[src/rtl/ie_defs.sv]
// Shared CPU-side bus definitions: register addresses and the OAM DMA state encoding.
package ie_defs;

  localparam logic [15:0] OAM_DMA_REG = 16'h4014;
  localparam logic [15:0] OAMDATA_REG = 16'h2004;

  typedef enum logic [2:0] {IDLE, ALIGN, READ, WAIT, WRITE, DONE} dma_state_t;

endpackage

[src/rtl/oam_dma_engine.sv]
// OAM DMA engine: copies page {page,00..FF} into OAMDATA one read/write pair per byte.
// OAM_DMA_ALIGN_EN: when defined, an odd-cycle trigger stretches ALIGN to two cycles.
module oam_dma_engine
  import ie_defs::*;
#(
  parameter int READ_LATENCY = 2
) (
  input  logic        clk,
  input  logic        rst,
  input  logic        start,
  input  logic [7:0]  start_page,
  input  logic        start_odd,
  input  logic [7:0]  mem_data_in,
  output logic        busy,
  output logic        stall,
  output logic [15:0] addr,
  output logic [7:0]  data,
  output logic        we
);

  localparam int LW        = (READ_LATENCY > 2) ? $clog2(READ_LATENCY - 1) : 1;
  localparam int WAIT_LAST = (READ_LATENCY > 1) ? READ_LATENCY - 2 : 0;

  dma_state_t    state, state_nxt;
  logic [7:0]    page, idx, latch;
  logic [LW-1:0] lat_cnt;

`ifdef OAM_DMA_ALIGN_EN
  logic trig_par, align_x;
  wire  align_hold = trig_par && !align_x;
`else
  logic unused_par;
  assign unused_par = start_odd;
  wire  align_hold = 1'b0;
`endif

  always_ff @(posedge clk) begin
    if (rst) begin
      state   <= IDLE;
      page    <= '0;
      idx     <= '0;
      latch   <= '0;
      lat_cnt <= '0;
`ifdef OAM_DMA_ALIGN_EN
      trig_par <= 1'b0;
      align_x  <= 1'b0;
`endif
    end else begin
      state <= state_nxt;
      case (state)
        IDLE: if (start) begin
          page <= start_page;
`ifdef OAM_DMA_ALIGN_EN
          trig_par <= start_odd;
          align_x  <= 1'b0;
`endif
        end
`ifdef OAM_DMA_ALIGN_EN
        ALIGN: align_x <= 1'b1;
`endif
        READ: begin
          lat_cnt <= '0;
          if (READ_LATENCY == 1) latch <= mem_data_in;
        end
        WAIT: begin
          lat_cnt <= lat_cnt + 1'b1;
          if (lat_cnt == LW'(WAIT_LAST)) latch <= mem_data_in;
        end
        WRITE: if (idx != 8'hFF) idx <= idx + 8'd1;
        DONE:  idx <= '0;
        default: ;
      endcase
    end
  end

  always_comb begin
    state_nxt = state;
    busy      = 1'b0;
    stall     = 1'b0;
    addr      = {page, idx};
    data      = latch;
    we        = 1'b0;
    case (state)
      IDLE: if (start) state_nxt = ALIGN;
      ALIGN: begin
        busy  = 1'b1;
        stall = 1'b1;
        addr  = {page, 8'h00};
        if (!align_hold) state_nxt = READ;
      end
      READ: begin
        busy      = 1'b1;
        stall     = 1'b1;
        state_nxt = (READ_LATENCY == 1) ? WRITE : WAIT;
      end
      WAIT: begin
        busy  = 1'b1;
        stall = 1'b1;
        if (lat_cnt == LW'(WAIT_LAST)) state_nxt = WRITE;
      end
      WRITE: begin
        busy      = 1'b1;
        stall     = 1'b1;
        addr      = OAMDATA_REG;
        we        = 1'b1;
        state_nxt = (idx == 8'hFF) ? DONE : READ;
      end
      DONE: begin
        stall     = 1'b1;
        state_nxt = IDLE;
      end
      default: state_nxt = IDLE;
    endcase
  end

endmodule

[src/rtl/cpu_bus_arbiter.sv]
// CPU memory bus arbiter: passes the core through, or hands the bus to OAM DMA on a $4014 write.
// OAM_DMA_ALIGN_EN (optional): odd-cycle DMA starts take one extra alignment cycle.
module cpu_bus_arbiter
  import ie_defs::*;
#(
  parameter int READ_LATENCY = 2
) (
  input  logic        clk,
  input  logic        rst,
  input  logic [15:0] cpu_addr,
  input  logic [7:0]  cpu_data_out,
  input  logic        cpu_write_en,
  output logic [7:0]  cpu_data_in,
  output logic        cpu_stall,
  output logic [15:0] mem_addr,
  output logic [7:0]  mem_data_out,
  output logic        mem_write_en,
  input  logic [7:0]  mem_data_in,
  output logic        dma_busy
);

  logic        parity, trigger;
  logic [15:0] dma_addr;
  logic [7:0]  dma_data;
  logic        dma_we;

  always_ff @(posedge clk) begin
    if (rst) parity <= 1'b0;
    else     parity <= ~parity;
  end

  // the triggering write itself still goes out on the bus this cycle
  assign trigger = cpu_write_en && (cpu_addr == OAM_DMA_REG) && !cpu_stall;

  oam_dma_engine #(.READ_LATENCY(READ_LATENCY)) u_dma (
    .clk         (clk),
    .rst         (rst),
    .start       (trigger),
    .start_page  (cpu_data_out),
    .start_odd   (parity),
    .mem_data_in (mem_data_in),
    .busy        (dma_busy),
    .stall       (cpu_stall),
    .addr        (dma_addr),
    .data        (dma_data),
    .we          (dma_we)
  );

  assign cpu_data_in  = mem_data_in;
  assign mem_addr     = dma_busy ? dma_addr : cpu_addr;
  assign mem_data_out = dma_busy ? dma_data : cpu_data_out;
  assign mem_write_en = dma_busy ? dma_we   : cpu_write_en;

endmodule

[config.mk]
export PLATFORM = sky130hd
export DESIGN_NAME = cpu_bus_arbiter
export DESIGN_NICKNAME = d
export VERILOG_FILES = /design/src/rtl/ie_defs.sv /design/src/rtl/oam_dma_engine.sv /design/src/rtl/cpu_bus_arbiter.sv
export SDC_FILE = /design/constraint.sdc
export NUM_CORES = 1
export LEC_CHECK = 0
export ABC_AREA = 0
export CAP_MARGIN = 15
export CORE_MARGIN = 2
export CORE_UTILIZATION = 45
export DETAILED_ROUTE_END_ITERATION = 16
export GPL_ROUTABILITY_DRIVEN = 0
export PLACE_DENSITY = 0.8
export SLEW_MARGIN = 30
export SYNTH_ARGS = -nofsm -noshare
export SYNTH_HDL_FRONTEND = slang
export SYNTH_HIERARCHICAL = 1
export SYNTH_SLANG_ARGS = --single-unit
[constraint.sdc]
create_clock -name clk -period 2.9 [get_ports clk]
set_clock_uncertainty 0.2 [all_clocks]
set_input_delay 0.58 -clock clk [delete_from_list [all_inputs] [get_ports clk]]
set_output_delay 0.58 -clock clk [all_outputs]
set_load 0.05 [all_outputs]
Word-level counts from Yosys, hierarchy flattened:

Index checks and enable logic that the tools add are counted.
Widths: inputs -> output; s select.

* add/subtract/negate cells: 2
* equal/unequal tests: 11
* multiplexer cells: 14
* bitwise operators: 1
* reduce and logical (&&, ||, !) cells: 12

Operators with widths (number)
* $pmux 16 s2: 1
* $eq 16x15->1 const B: 1
* $mux 16: 1
* $mux 8: 2
* $pmux 8 s2: 1
* $pmux 3 s5: 1
* $mux 3: 3
* $add 8x1->8 const B: 1
* $eq 8x8->1 const B: 1
* $ne 8x8->1 const B: 1
* $reduce_and 2->1: 4
* $eq 3x2->1 const B: 2
* $eq 3x3->1 const B: 2
* $reduce_or 5->1: 1
* $mux 1: 4
* $ne 2x2->1 const B: 2
* $reduce_bool 2->1: 2
* $reduce_or 4->1: 1
* $eq 3x1->1 const B: 1
* $logic_not 3->1: 1
* $logic_and 1x1->1: 2
* $ne 2x1->1 const B: 1
* $pmux 1 s2: 1
* $add 1x1->1 const B: 1
* 2 further kinds: 2

* register bits after elaboration: 28
* bits of input ports: 35
* output and inout bits: 35
* logic and storage cells: 45

Longest topological paths before layout:

* word-level depth: 7
* depth in mapped cells: 11
* gate-level depth less buffers: 8

Hierarchy:

Netlist, hierarchy kept.

Modules (own cells, without submodules)
* oam_dma_engine: times used 1, cells an instance 166, area each 1483.9 sq um, sequential area each 560.5 sq um
* cpu_bus_arbiter: times used 1, cells an instance 45, area each 461.7 sq um, sequential area each 20.0 sq um

Worst setup path after synthesis:

No wires, ideal clock.

* path kind: reg2out
* from: register u_dma.state[1]
* to: output mem_addr[0]
* arrival time: 2476 ps
* data required time: 2120 ps
* slack: -356 ps
* stages on the path, launching flop included: 8
* path buffers: 4
* path through: dfxtp_1 > buf_6 > clkbuf_1 > o21ai_0 > nor2b_1 > buf_2 > buf_6 > mux2_2

* longest elaborated chain between the ends: 4
* elaborated cells on any way between the ends: 8
* classes of those cells: eq/ne: 4; mux: 3; reduce/logical: 1

RTL lines
* start, declared: line oam_dma_engine.sv:24 `dma_state_t state, state_nxt;`
* start signal, assigned: line oam_dma_engine.sv:49 `state <= state_nxt;`
* $eq 3x2->1, or another cell as far along: line oam_dma_engine.sv:83 `case (state)`
* $reduce_or 4->1 (no source line) (*)
* $mux 1 (*): line oam_dma_engine.sv:83
* via dma_busy: line cpu_bus_arbiter.sv:19 `output logic dma_busy`
* $mux 16 (*): line cpu_bus_arbiter.sv:50 `assign mem_addr = dma_busy ? dma_addr : cpu_addr;`
* end, declared: line cpu_bus_arbiter.sv:15 `output logic [15:0] mem_addr,`

The timed path passes the listed nets; every way through them passes the cells marked *.

Worst setup path in the final report:

* from: register u_dma.state[2]
* to: output mem_addr[14]

* elaborated cells on any way between the ends: 8
* classes of those cells: eq/ne: 4; mux: 3; reduce/logical: 1

RTL lines
* $eq 3x3->1 / $eq 3x1->1 (equally long branches): line oam_dma_engine.sv:83
* $pmux 16 s2 (*): line oam_dma_engine.sv:83
* via dma_addr[14]: line cpu_bus_arbiter.sv:23 `logic [15:0] dma_addr;`
* $mux 16 (*): line cpu_bus_arbiter.sv:50

Marks and branches as above.

==> results.ini <==
[cts]
cts_tree = built
htree_levels = 1
post_cts_hold_buffer_count = 0
numCtsBuffers = 3
cts_setup_buffers = 0
clock_insertion_delay_at_the_later_pin_of_the_skew_report_ns = 0.28
clock-root-buffer = clkbuf_8
clockBufferDepth = 2
clkSinkCount = 28
clk_pin_slew_worst_paths_ns = 0.10
post_cts.resized_instances = 0

[finish]
multi_input_gate_area_um2 = 1200
post-route-util_pct = 64.0
drive_gt1_share_pct = 34.2
diode_insertion_count_for_antenna_repair = 0
nFillCells = 341
nets = 306
sequential_cell_area_um2 = 561
area_growth_synth_to_finish_pct = 35.2

[die]
rows = 23
die_span_y_um = 69.4
initial_cell_density_of_the_core_pct = 47.4
design.portCount = 70
design.die.area_um2 = 4810
area_inside_the_core_boundary_um2 = 4060
die_x_um = 69.4

[yosys]
synthesized_area_per_cell_um2 = 9.20
post_synth_instance_area_um2 = 1920
syn_inst = 209
yosysWarnings = 6
mappedNetlistNets = 245

[sta]
report.final.hold_viol_count = 0
number_of_pins_exceeding_their_max_slew_limit_in_the_final_report = 0
maxClockFrequency_ghz = 0.362
setup_viol = 0
max-slew-margin-rel_pct = 61.5
min_period_over_period_pct = 95.1
setup_repair_after_global_routing_missed_its_margin = false
worst_slew_pin_slew_ns = 0.576
final_period_minus_worst_setup_slack_ns = 2.76
worst_hold_slack_ns = 0.258

[worst_setup_path]
critPathKind = reg2out
path_max_fanout = 15
critical_path_required_ns = 2.12
critPathArrivalTime_ns = 1.98
startpoint_type = flop
crit_end_category = primary output

[worst_hold_path]
hold_class = reg2reg

[route]
vias = 1733
antenna_left = 0
route.detailed.drc = 0
total_routed_wirelength_um = 4670
route.detailed.vias_per_inst = 5.43
wl_per_cell_um = 14.6
drt_iter0_drc = 72
firstDrtPassIters = 4

[placement]
hpwl_um = 3610
port-buffer-count = 69

[power]
power.share.switching_pct = 27.3
comb_power_share_pct = 23.2
net_switching_uw = 247
pwr-share-seq_pct = 42.5
p_int_uw = 658
cellLeakagePower_nw = 0.972
clock_power_share_pct = 34.3
powerDensity_nw_per_um2 = 348
worst_vdd_rail_ir_drop_mv = 0.233

[job]
cap_violations = 0

[status]
status = finished clean

[global_routing]
antenna_found_initial = 0
grt_max_degree = 20
grt_pass1_wl_um = 7710
globalRouteTotalUtil_pct = 19.3
grt.overflow.total = 0
number_of_global_route_vias_before_repair = 1643

-- cell usage in the layout (no fill, tap or decap), types with 2 or more instances in the layout --
cell             count
nand2b_1             3
mux2_2              25
buf_4               43
and3_1               3
nor4_2               2
and2_1              10
nand3_1              5
dfxtp_1             28
a211oi_2             2
nand4_1              2
clkbuf_8             3
a21oi_1             12
nor2b_1              7
mux2i_1             11
nand3b_1             6
a31oi_1              3
nor2_1              14
clkdlybuf4s50_1     34
nor3_1               2
o21ai_0              4
and3b_1              2
nand2_1             18
or3b_2               2
-- routing by layer --
layer / wire length, um / share of wire (%) / up-vias / track usage (%)
li1: - / - / 864 / -
met1: 2160 / 46 / 813 / 25.6
met2: 2200 / 47 / 52 / 31.5
met3: 238 / 5.1 / 4 / 3.34
met4: 63 / 1.4 / 0 / 6.54
met5: 0 / 0 / - / 0
-- through the flow --
| stage | worst slack (ns) | cells | TNS [ns] | power [mW] | area [um^2] |
|---|---|---|---|---|---|
| after global routing | 0.0471 | 319 | 0 | 0.933 | 2600 |
| final | 0.141 | 319 | 0 | 0.904 | 2600 |
| after global placement | 0.0185 | 315 | 0 | 0.603 | 2530 |
| after detailed placement | -0.0572 | 315 | -0.354 | 0.604 | 2530 |
| after CTS | 0.134 | 319 | 0 | 0.909 | 2600 |
| after floorplan | -0.0621 | 209 | -1.24 | 0.519 | 1920 |
-- power by group through the flow --
stage	Sequential [mW]	Combinational, mW	Clock (mW)
after detailed placement	0.393	0.211	0
after global routing	0.384	0.219	0.330
after global placement	0.393	0.210	0
after CTS	0.384	0.212	0.313
final	0.384	0.210	0.310
after floorplan	0.393	0.126	0
-- worst max-delay path: stages (launching register included) --
cell,delay (ns)
dfxtp_1,0.34
buf_4,0.21
or3b_1,0.49
and2_1,0.21
mux2_2,0.26
buf_4,0.19
-- path summary, 6_finish.rpt --
kind                  start       endpoint  slack [ns]  depth (start not counted)
max          u_dma/state[2]   mem_addr[14]        0.14                          5
min           u_dma/page[5]  u_dma/page[5]        0.26                          2
max reg2reg  u_dma/state[0]  u_dma/page[0]        0.29                          8
min reg2reg   u_dma/page[5]  u_dma/page[5]        0.26                          2
-- area by class of cell --
| cell class | instances | area share, % |
|---|---|---|
| clock inverters | 1 | 1.16 |
| repair buffers | 78 | 26.3 |
| multi-input cells | 157 | 46.2 |
| inverters | 2 | 0.770 |
| well taps | 50 | 2.41 |
| flip-flops and latches | 28 | 21.6 |
| clock buffers | 3 | 1.59 |
-- sequential cells by signal (all words and copies together), names as in the netlist --
signal,cells
u_dma/data,8
u_dma/idx,8
u_dma/page,8
u_dma/state,3
u_dma/lat_cnt,1
Note: power is estimated with default switching activity, not from simulation.
